<file path="src/rtl/uart_rx_os4.sv">
// uart_rx_os4: oversampling UART receiver (8N1 by default) clocked from i_CLK_50M.
// i_BAUD_CLK runs at OVERSAMPLE x baud and is synchronised and edge-detected
// into a one-cycle tick. All frame state advances only on tick cycles.
// Optional build macro UART_RX_PARITY_EN adds an even-parity bit between the
// data and stop bits, plus the o_PARITY_ERR strobe.
//
// Handshake: o_VALID is a one-cycle strobe with no ready/backpressure. o_DATA
// is new in the cycle o_VALID is high and holds until the next good frame.
// o_FRAME_ERR and o_PARITY_ERR are one-cycle strobes. They never coincide with
// o_VALID.
`timescale 1ns/1ps
module uart_rx_os4 #(
   parameter int OVERSAMPLE = 4,
   parameter int DATA_BITS  = 8
) (
   input  logic                 i_CLK_50M,
   input  logic                 RST,
   input  logic                 i_BAUD_CLK,
   input  logic                 i_RXD,
   output logic [DATA_BITS-1:0] o_DATA,
   output logic                 o_VALID,
   output logic                 o_FRAME_ERR,
`ifdef UART_RX_PARITY_EN
   output logic                 o_PARITY_ERR,
`endif
   output logic                 o_BUSY
);

   localparam int TW = $clog2(OVERSAMPLE);
   localparam int BW = (DATA_BITS > 1) ? $clog2(DATA_BITS) : 1;
   // The start bit is confirmed one tick before the counter would reach
   // OVERSAMPLE/2-1. That puts the stop sample (OVERSAMPLE/2-1) +
   // OVERSAMPLE*(DATA_BITS+1) ticks after start detect.
   localparam logic [TW-1:0] T_MID  = TW'(OVERSAMPLE/2 - 2);
   localparam logic [TW-1:0] T_LAST = TW'(OVERSAMPLE - 1);
   localparam logic [BW-1:0] B_LAST = BW'(DATA_BITS - 1);

   typedef enum logic [2:0] {
      S_IDLE   = 3'd0,
      S_START  = 3'd1,
      S_DATA   = 3'd2,
      S_PARITY = 3'd3,
      S_STOP   = 3'd4,
      S_BREAK  = 3'd5
   } state_t;

   state_t                 state, state_n;
   logic [TW-1:0]          tcnt, tcnt_n;
   logic [BW-1:0]          bcnt, bcnt_n;
   logic [DATA_BITS-1:0]   shreg, shreg_n;
   logic [DATA_BITS-1:0]   data_n;
   logic                   valid_n, ferr_n;
   logic                   rxd_m, rxd_s;
   logic                   bclk_m, bclk_s, bclk_d, edge_r, tick;
`ifdef UART_RX_PARITY_EN
   logic                   par_r, par_n, perr_n;
`endif

   // Synchronise both async inputs and register a one-cycle tick per baud-clock rise.
   always_ff @(posedge i_CLK_50M) begin
      if (RST) begin
         rxd_m  <= 1'b1;
         rxd_s  <= 1'b1;
         bclk_m <= 1'b0;
         bclk_s <= 1'b0;
         bclk_d <= 1'b0;
         edge_r <= 1'b0;
         tick   <= 1'b0;
      end else begin
         rxd_m  <= i_RXD;
         rxd_s  <= rxd_m;
         bclk_m <= i_BAUD_CLK;
         bclk_s <= bclk_m;
         bclk_d <= bclk_s;
         edge_r <= bclk_s & ~bclk_d;
         tick   <= edge_r;
      end
   end

   // Frame state, counters, shift register and registered output strobes.
   always_ff @(posedge i_CLK_50M) begin
      if (RST) begin
         state        <= S_IDLE;
         tcnt         <= '0;
         bcnt         <= '0;
         shreg        <= '0;
         o_DATA       <= '0;
         o_VALID      <= 1'b0;
         o_FRAME_ERR  <= 1'b0;
`ifdef UART_RX_PARITY_EN
         par_r        <= 1'b0;
         o_PARITY_ERR <= 1'b0;
`endif
      end else begin
         state        <= state_n;
         tcnt         <= tcnt_n;
         bcnt         <= bcnt_n;
         shreg        <= shreg_n;
         o_DATA       <= data_n;
         o_VALID      <= valid_n;
         o_FRAME_ERR  <= ferr_n;
`ifdef UART_RX_PARITY_EN
         par_r        <= par_n;
         o_PARITY_ERR <= perr_n;
`endif
      end
   end

   // Next-state and next-output decode. Nothing moves unless tick is high.
   always_comb begin
      state_n = state;
      tcnt_n  = tcnt;
      bcnt_n  = bcnt;
      shreg_n = shreg;
      data_n  = o_DATA;
      valid_n = 1'b0;
      ferr_n  = 1'b0;
`ifdef UART_RX_PARITY_EN
      par_n   = par_r;
      perr_n  = 1'b0;
`endif
      if (tick) begin
         case (state)
            S_IDLE: begin
               if (!rxd_s) begin
                  state_n = S_START;
                  tcnt_n  = '0;
               end
            end
            S_START: begin
               if (tcnt == T_MID) begin
                  if (rxd_s) begin
                     // Line went high again before mid-bit: treat it as a glitch.
                     state_n = S_IDLE;
                     tcnt_n  = '0;
                  end else begin
                     state_n = S_DATA;
                     tcnt_n  = '0;
                     bcnt_n  = '0;
                  end
               end else begin
                  tcnt_n = tcnt + 1'b1;
               end
            end
            S_DATA: begin
               if (tcnt == T_LAST) begin
                  shreg_n = {rxd_s, shreg[DATA_BITS-1:1]};
                  tcnt_n  = '0;
                  if (bcnt == B_LAST) begin
                     bcnt_n  = '0;
`ifdef UART_RX_PARITY_EN
                     state_n = S_PARITY;
`else
                     state_n = S_STOP;
`endif
                  end else begin
                     bcnt_n = bcnt + 1'b1;
                  end
               end else begin
                  tcnt_n = tcnt + 1'b1;
               end
            end
`ifdef UART_RX_PARITY_EN
            S_PARITY: begin
               if (tcnt == T_LAST) begin
                  par_n   = rxd_s;
                  tcnt_n  = '0;
                  state_n = S_STOP;
               end else begin
                  tcnt_n = tcnt + 1'b1;
               end
            end
`endif
            S_STOP: begin
               if (tcnt == T_LAST) begin
                  tcnt_n = '0;
                  if (rxd_s) begin
                     state_n = S_IDLE;
`ifdef UART_RX_PARITY_EN
                     if ((^shreg) ^ par_r) begin
                        perr_n = 1'b1;
                     end else begin
                        data_n  = shreg;
                        valid_n = 1'b1;
                     end
`else
                     data_n  = shreg;
                     valid_n = 1'b1;
`endif
                  end else begin
                     ferr_n  = 1'b1;
                     state_n = S_BREAK;
                  end
               end else begin
                  tcnt_n = tcnt + 1'b1;
               end
            end
            S_BREAK: begin
               // Wait out a held-low line without flagging further errors.
               if (rxd_s) begin
                  state_n = S_IDLE;
               end
            end
            default: begin
               state_n = S_IDLE;
               tcnt_n  = '0;
               bcnt_n  = '0;
            end
         endcase
      end
   end

   assign o_BUSY = (state != S_IDLE);

endmodule
</file>
<file path="config.mk">
export PLATFORM = sky130hd
export DESIGN_NAME = uart_rx_os4
export DESIGN_NICKNAME = d
export VERILOG_FILES = /design/src/rtl/uart_rx_os4.sv
export SDC_FILE = /design/constraint.sdc
export NUM_CORES = 1
export LEC_CHECK = 0
export CORE_MARGIN = 2
export CORE_UTILIZATION = 45
export CTS_CLUSTER_DIAMETER = 50
export CTS_CLUSTER_SIZE = 20
export DETAILED_ROUTE_END_ITERATION = 12
export PLACE_DENSITY = 0.71
export SETUP_SLACK_MARGIN = 0.15
export SLEW_MARGIN = 20
export SYNTH_ARGS = -nofsm -noshare
export SYNTH_HDL_FRONTEND = slang
export SYNTH_SLANG_ARGS = --single-unit
</file>
<file path="constraint.sdc">
create_clock -name i_CLK_50M -period 2.3 [get_ports i_CLK_50M]
set_input_delay 0.575 -clock i_CLK_50M [delete_from_list [all_inputs] [get_ports i_CLK_50M]]
set_output_delay 0.575 -clock i_CLK_50M [all_outputs]
set_load 0.01 [all_outputs]
</file>
==> results of run 1 <==
[layout by cell type, fill, tap and decap left out, types with 5 or more instances in the layout]
cell,n
dfxtp_1,31
nor2_1,20
mux2i_1,17
clkdlybuf4s50_1,13
inv_1,6
nand2_1,6
nor2b_1,5
ha_1,5
clkbuf_4,5
[path summary, 6_finish.rpt]
path	start	to	slack (ns)	cells after the start
hold / removal	bclk_d	edge_r	0.40	1
setup reg to reg	bcnt[0]	state[0]	0.29	6
hold reg to reg	bclk_d	edge_r	0.40	1
setup / recovery	state[2]	o_BUSY	0.26	2
[sequential cells by signal, summed over array words and instances (netlist names)]
register and cells:
bclk_d 1, bclk_m 1, bclk_s 1, bcnt 3
edge_r 1, o_DATA 8, o_FRAME_ERR 1, o_VALID 1
rxd_m 1, rxd_s 1, shreg 8, state 3
tcnt 2, tick 1
[layout make-up]
type	count	area [um^2]
clock inverter	2	13.8
fill	297	1370
clock buffer	6	51.3
multi-input combinational	95	716
sequential	33	666
timing repair buffer	17	161
inverter	6	22.5
tap	44	55.1
[report_power, final]
group	total (mW)	switching, mW	internal, mW
registers	0.577	0.00265	0.574
logic	0.0242	0.0122	0.0119
clock network	0.343	0.194	0.149
total	0.945	0.209	0.735
[kinds of logic after synthesis]
family,count (synthesis),share of synthesized area [%]
AOI/OAI and AO/OA,13,6.37
xor gates and xnor gates,1,0.610
adders and majority gates,5,4.36
buffers and inverters,13,4.10
DFF,33,46.0
muxes,20,14.2
and+or+nand+nor,56,24.3
[per-layer routing]
| metal | track usage, % | up-vias | share of wire (%) |
|---|---|---|---|
| met3 | 5.97 | 5 | 3.4 |
| met5 | 0 | - | 0 |
| met2 | 25.0 | 13 | 48 |
| li1 | - | 524 | - |
| met1 | 18.1 | 496 | 46 |
| met4 | 7.14 | 0 | 1.7 |
[worst max-delay path, delay by kind of cell (launching register included)]
family	cells	cell delay, ns
AND/OR/NAND/NOR	1	0.45
flip-flops	1	0.40
buffers and inverters	1	0.29
[what timing repair did]
item,4_1_cts,5_1_grt
setup endpoints to repair,1,0
hold buffers,0,0
gates resized for setup,4,0
==> impl_results.md, run 1 <==
- Area after DPL: 0.00162 mm^2
- Final hold vios: 0
- Remaining DRCs: 0
- Number of flops mapped to enable cells by yosys: 0
- Syn Nets: 150
- Cell row count: 20
- RSZ-0062 raised after global routing: no
- Total negative slack: 0 ns
- Yosys Warn Count: 0
- Required time of the critical path: 1.73 ns
- CTS clk-pin slew, worst paths: 0.10 ns
- GRT overflow: 0
- Worst-Margin Slew: 0.514 ns
- Crit path max-delay cell type: or3_2
- Final worst-path cycle share: 88.7%
- Syn avg cell area: 10.2 um^2
- # IOs: 15
- Layout cells sized above 1: 15.1%
- Slew HR: 65.6%
- Peak supply drop: 0.318 mV
- Initial antenna violation count: 0
- Antenna cell count: 0
- Finished Layout Cells: 203
- WS Path Type: flop to output pin
- Die area: 0.00366 mm^2
- Post-synth top flop: dfxtp_1
- # setup viols final: 0
- Dpl cells: 195
- CTS tree: built
- Sequential area share after synthesis: 46.0%
- DP Worst Slack: 0.303 ns
- Post-CTS setup buffer count: 0
- Initial core utilization: 47.0%
- Total global-route track usage: 15.4%
- Max_cap viols: 0
- First-pass detailed-route iteration total: 4
- Final net count: 167
- Critical Path Fanout Max: 14
- Port bufs: 14
- Arrival time at the worst endpoint: 1.46 ns
- TritonCTS Sinks: 33
- Vias per inst: 5.11
- Worst-path cell chain: or3_2 -> dlygate4sd2_1
- Post-synth top area cell: dfxtp_1
- FF+latch count, synth: 33
- Final antenna-violating net count: 0
- Setup crit end kind: output pin
- Synth cell types: 40
- Final worst setup slack: 0.260 ns
- Syn Std Cell Area: 0.00144 mm^2
- Clock Path Buffers: 2
- Max Clock Skew: 0.00881 ns
- Dpl hpwl: 1750 um
- H-tree depth: 2
- Minimum hold slack: 0.398 ns
- Final non-filler cell area: 0.00169 mm^2
- Min-Delay Path Class: flop to flop
- Clk_lat worst skew: 0.33 ns
- Final worst path period need: 2.04 ns
- Width of the chip: 60.5 um
- Vias: 1038
- Top-count cell post-synth: dfxtp_1
- Leak: 0.618 nW
- Total CTS buffers: 5
- Final Power: 0.945 mW
- DR WL/cell: 12.0 um
- Top cells by count, synth: 33 x dfxtp_1, 20 x nor2_1, 17 x mux2i_1
- Max Clock Freq: 490 MHz
- Final Slew Violations: 0
- Power Density: 560 mW/mm^2
- Largest net degree at the start of global routing: 23
- Max stage delay on crit path: 0.45 ns
- Die H: 60.5 um
- First-pass GRT wire length: 4130 um
- Clk root buf: clkbuf_4
- Iter 0 DRT Violations: 28
- P&R area growth vs syn: 17.4%
- Async SR Flop Fraction: 0%
- Final WL: 2440 um
- Status: finished, final reports clean
- Vias in the first global route: 967
- Post-synth top area share: 46.0%
- Final core occ: 55.2%
- Cell count after synthesis: 141
- Startpoint Class: flop
- Total core area: 0.00305 mm^2
- Final Wtd Congestion: 0.840
- Synth area leaders: dfxtp_1 46%, mux2i_1 12%, nor2_1 5.2%, ha_1 4.4%, or4b_1 2.8%
Power figures use the tool's default switching activity.
==> run 2, diff against run 1 <==
- CORE_UTILIZATION: 45 -> 33
- PLACE_DENSITY: 0.71 -> 0.56
==> run 2 against run 1 <==
  * Combinational power up 2%
  * First-iteration DRC count fell by 18%
  * Total power increased by 18%
  * Sequential power about the same
  * Wire length grew 8.7%
  * Non-clock buffer count increased by 2
  * Clock skew fell by 0.0013 ns
  * Cell count rose by 3.4%
  * Fmax grew 1.6%
  * Clock power rose by 50%
  * Setup slack gained 0.032 ns
  * Highest routed layer unchanged
==> impl_results.md, run 2 (synthesis gave the netlist of run 1 again) <==
- Total negative slack: 0 ns (unchanged)
- Initial antenna violation count: 0 (unchanged)
- Final Wtd Congestion: 0.829 (-1.3%)
- Die H: 69.9 um (+16%)
- Most frequent cells in the layout: 32 x dfxtp_1, 20 x nor2_1, 17 x mux2i_1, 13 x clkdlybuf4s50_1
- Width of the chip: 69.9 um (+16%)
- # IOs: 15 (unchanged)
- Slew HR: 62.4% (-3.2 points)
- DR WL/cell: 12.6 um (+5.1%)
- Cell row count: 23 (+15%)
- Sw Share: 19.3% (-2.8 points)
- RSZ-0062 raised after global routing: no
- Vias: 1029 (-0.87%)
- Total global-route track usage: 12.4% (-3.0 points)
- Final net count: 169 (+1.2%)
- Seq pwr share: 51.7% (-9.4 points)
- Power Density: 641 mW/mm^2 (+14%)
- Iter 0 DRT Violations: 23 (-18%)
- Setup crit end kind: flop
- Met1 Use GR: 15.9% (-2.1 points)
- Clock power share: 46.1% (+9.8 points)
- Min-Delay Path Class: flop to flop
- Critical Path Fanout Max: 3 (-11)
- CTS Hold Bufs: 0 (unchanged)
- Combinational fraction of design power: 2.2% (-0.4 points)
- Clk root buf: clkbuf_8
- Peak supply drop: 0.413 mV (+30%)
- GRT overflow: 0 (unchanged)
- Reg area: 662 um^2 (-0.56%)
- Met3 usage: 3.90% (-2.1 points)
- Max Clock Freq: 498 MHz (+1.6%)
- Leak: 0.658 nW (+6.4%)
- Total core area: 0.00409 mm^2 (+34%)
- Fillers: 405 (+36%)
- Biggest regs: o_DATA (8), shreg (8)
- H-tree depth: 2 (unchanged)
- Internal: 0.902 mW (+23%)
- Dpl cells: 203 (+4.1%)
- Required time of the critical path: 2.46 ns (+0.73 ns)
- Initial core utilization: 35.1% (-12 points)
- Most common cell after layout, fill and taps aside: dfxtp_1
- Final WL: 2650 um (+8.7%)
- Max_cap viols: 0 (unchanged)
- Max Clock Skew: 0.00755 ns (-0.00125 ns)
- Final worst path period need: 2.01 ns (-0.0322 ns)
- Arrival time at the worst endpoint: 2.17 ns (+0.71 ns)
- Clk_lat worst skew: 0.28 ns (-0.05 ns)
- First-pass detailed-route iteration total: 4 (unchanged)
- NetSw: 0.216 mW (+3.4%)
- Vias in the first global route: 1017 (+5.2%)
- Worst r2r path cells: 6 (unchanged)
- Antenna cell count: 0 (unchanged)
- Status: finished, final reports clean
- TritonCTS Sinks: 33 (unchanged)
- CTS clk-pin slew, worst paths: 0.06 ns (-0.04 ns)
- Final Slew Violations: 0 (unchanged)
- DP Worst Slack: 0.288 ns (-0.0144 ns)
- Dpl hpwl: 1890 um (+7.9%)
- # setup viols final: 0 (unchanged)
- Remaining DRCs: 0 (unchanged)
- Final antenna-violating net count: 0 (unchanged)
- Final worst setup slack: 0.292 ns (+0.0322 ns)
- Largest net degree at the start of global routing: 18 (-22%)
- Finished Layout Cells: 210 (+3.4%)
- Startpoint Class: flop
- Grt met2 use: 19.3% (-5.7 points)
- First-pass GRT wire length: 4910 um (+19%)
- Layout cells sized above 1: 15.0% (-0.094 points)
- Port bufs: 14 (unchanged)
- Worst-Margin Slew: 0.563 ns (+0.0482 ns)
- WS Path Type: flop to flop
- Worst Hold Depth: 1 (unchanged)
- Die area: 0.00489 mm^2 (+34%)
- Total CTS buffers: 5 (unchanged)
- CTS tree: built
- GR peak layer: met2
- Vias per inst: 4.90 (-4.2%)
- Final hold vios: 0 (unchanged)
- P&R area growth vs syn: 21.7%
- Final worst-path cycle share: 87.3% (-1.4 points)
- Clock Path Buffers: 2 (unchanged)
- Multi-input gate area: 716 um^2 (unchanged)
## run 2: changes by cell type in the layout (fill, tap and decap cells not counted)
cell / delta
bufinv_16: +1
dlymetal6s2s_1: +1
clkbuf_8: +4
dlygate4sd2_1: -1
clkbuf_4: -5
clkinv_4: -1
dfxtp_1: +1
dfxtp_4: -1
buf_4: +2
## run 2: timing repair
item | 4_1_cts | 5_1_grt
buffers inserted | 0 | 0
gates resized for setup | 1 | 1
endpoints found under the setup margin | 1 | 1
endpoints found under the hold margin | 0 | 0
## run 2: layout make-up
class	instances	area share, %
Inverter	6	1.29
Timing Repair Buffer	19	10.3
Clock inverter	2	2.01
Sequential cell	33	37.9
Clock buffer	5	3.94
Tap cell	50	3.58
Multi-Input combinational cell	95	41.0
## run 2: worst paths after layout
check	startpoint	endpoint	slack (ns)
worst min-delay path	bclk_d	edge_r	0.39
worst max register to register	bcnt[0]	state[0]	0.29
worst min register to register	bclk_d	edge_r	0.39
worst max-delay path	bcnt[0]	state[0]	0.29
## run 2: worst max-delay path, stage by stage, from the launching register on
cell and delay, ns:
dfxtp_1 0.33, ha_1 0.20, ha_1 0.18, or4b_1 0.50, and4_1 0.23, o21ai_2 0.10, mux2_1 0.35
## run 2: per-layer routing
| layer | up-vias | share of wire (%) |
|---|---|---|
| met1 | 480 | 47 |
| met5 | - | 0 |
| met2 | 19 | 47 |
| met3 | 6 | 3.6 |
| met4 | 0 | 2.0 |
| li1 | 524 | - |
## run 2: power by group through the flow
| stage | registers, mW | clock network (mW) | logic [mW] |
|---|---|---|---|
| after floorplan | 0.590 | 0 | 0.0152 |
| after global placement | 0.591 | 0 | 0.0243 |
| after detailed placement | 0.591 | 0 | 0.0249 |
| after CTS | 0.578 | 0.530 | 0.0249 |
| after global routing | 0.578 | 0.559 | 0.0277 |
| final | 0.578 | 0.516 | 0.0246 |
## run 2: through the flow
| step | area, um^2 | hold WS (ns) | power, mW | utilization, % |
|---|---|---|---|---|
| after floorplan | 1440 | 0.367 | 0.606 | - |
| after global placement | 1640 | 0.372 | 0.615 | 40.1 |
| after detailed placement | 1640 | 0.381 | 0.616 | 40.1 |
| after CTS | 1740 | 0.396 | 1.13 | 42.7 |
| after global routing | 1750 | 0.416 | 1.16 | 42.7 |
| final | 1750 | 0.391 | 1.12 | 42.7 |
==> run 3, diff against run 2 <==
- ABC_CLOCK_PERIOD_IN_PS: not set -> 2300
==> results of run 3 <==
Same layout as run 2: the final DEF is identical, and so are final timing and power.
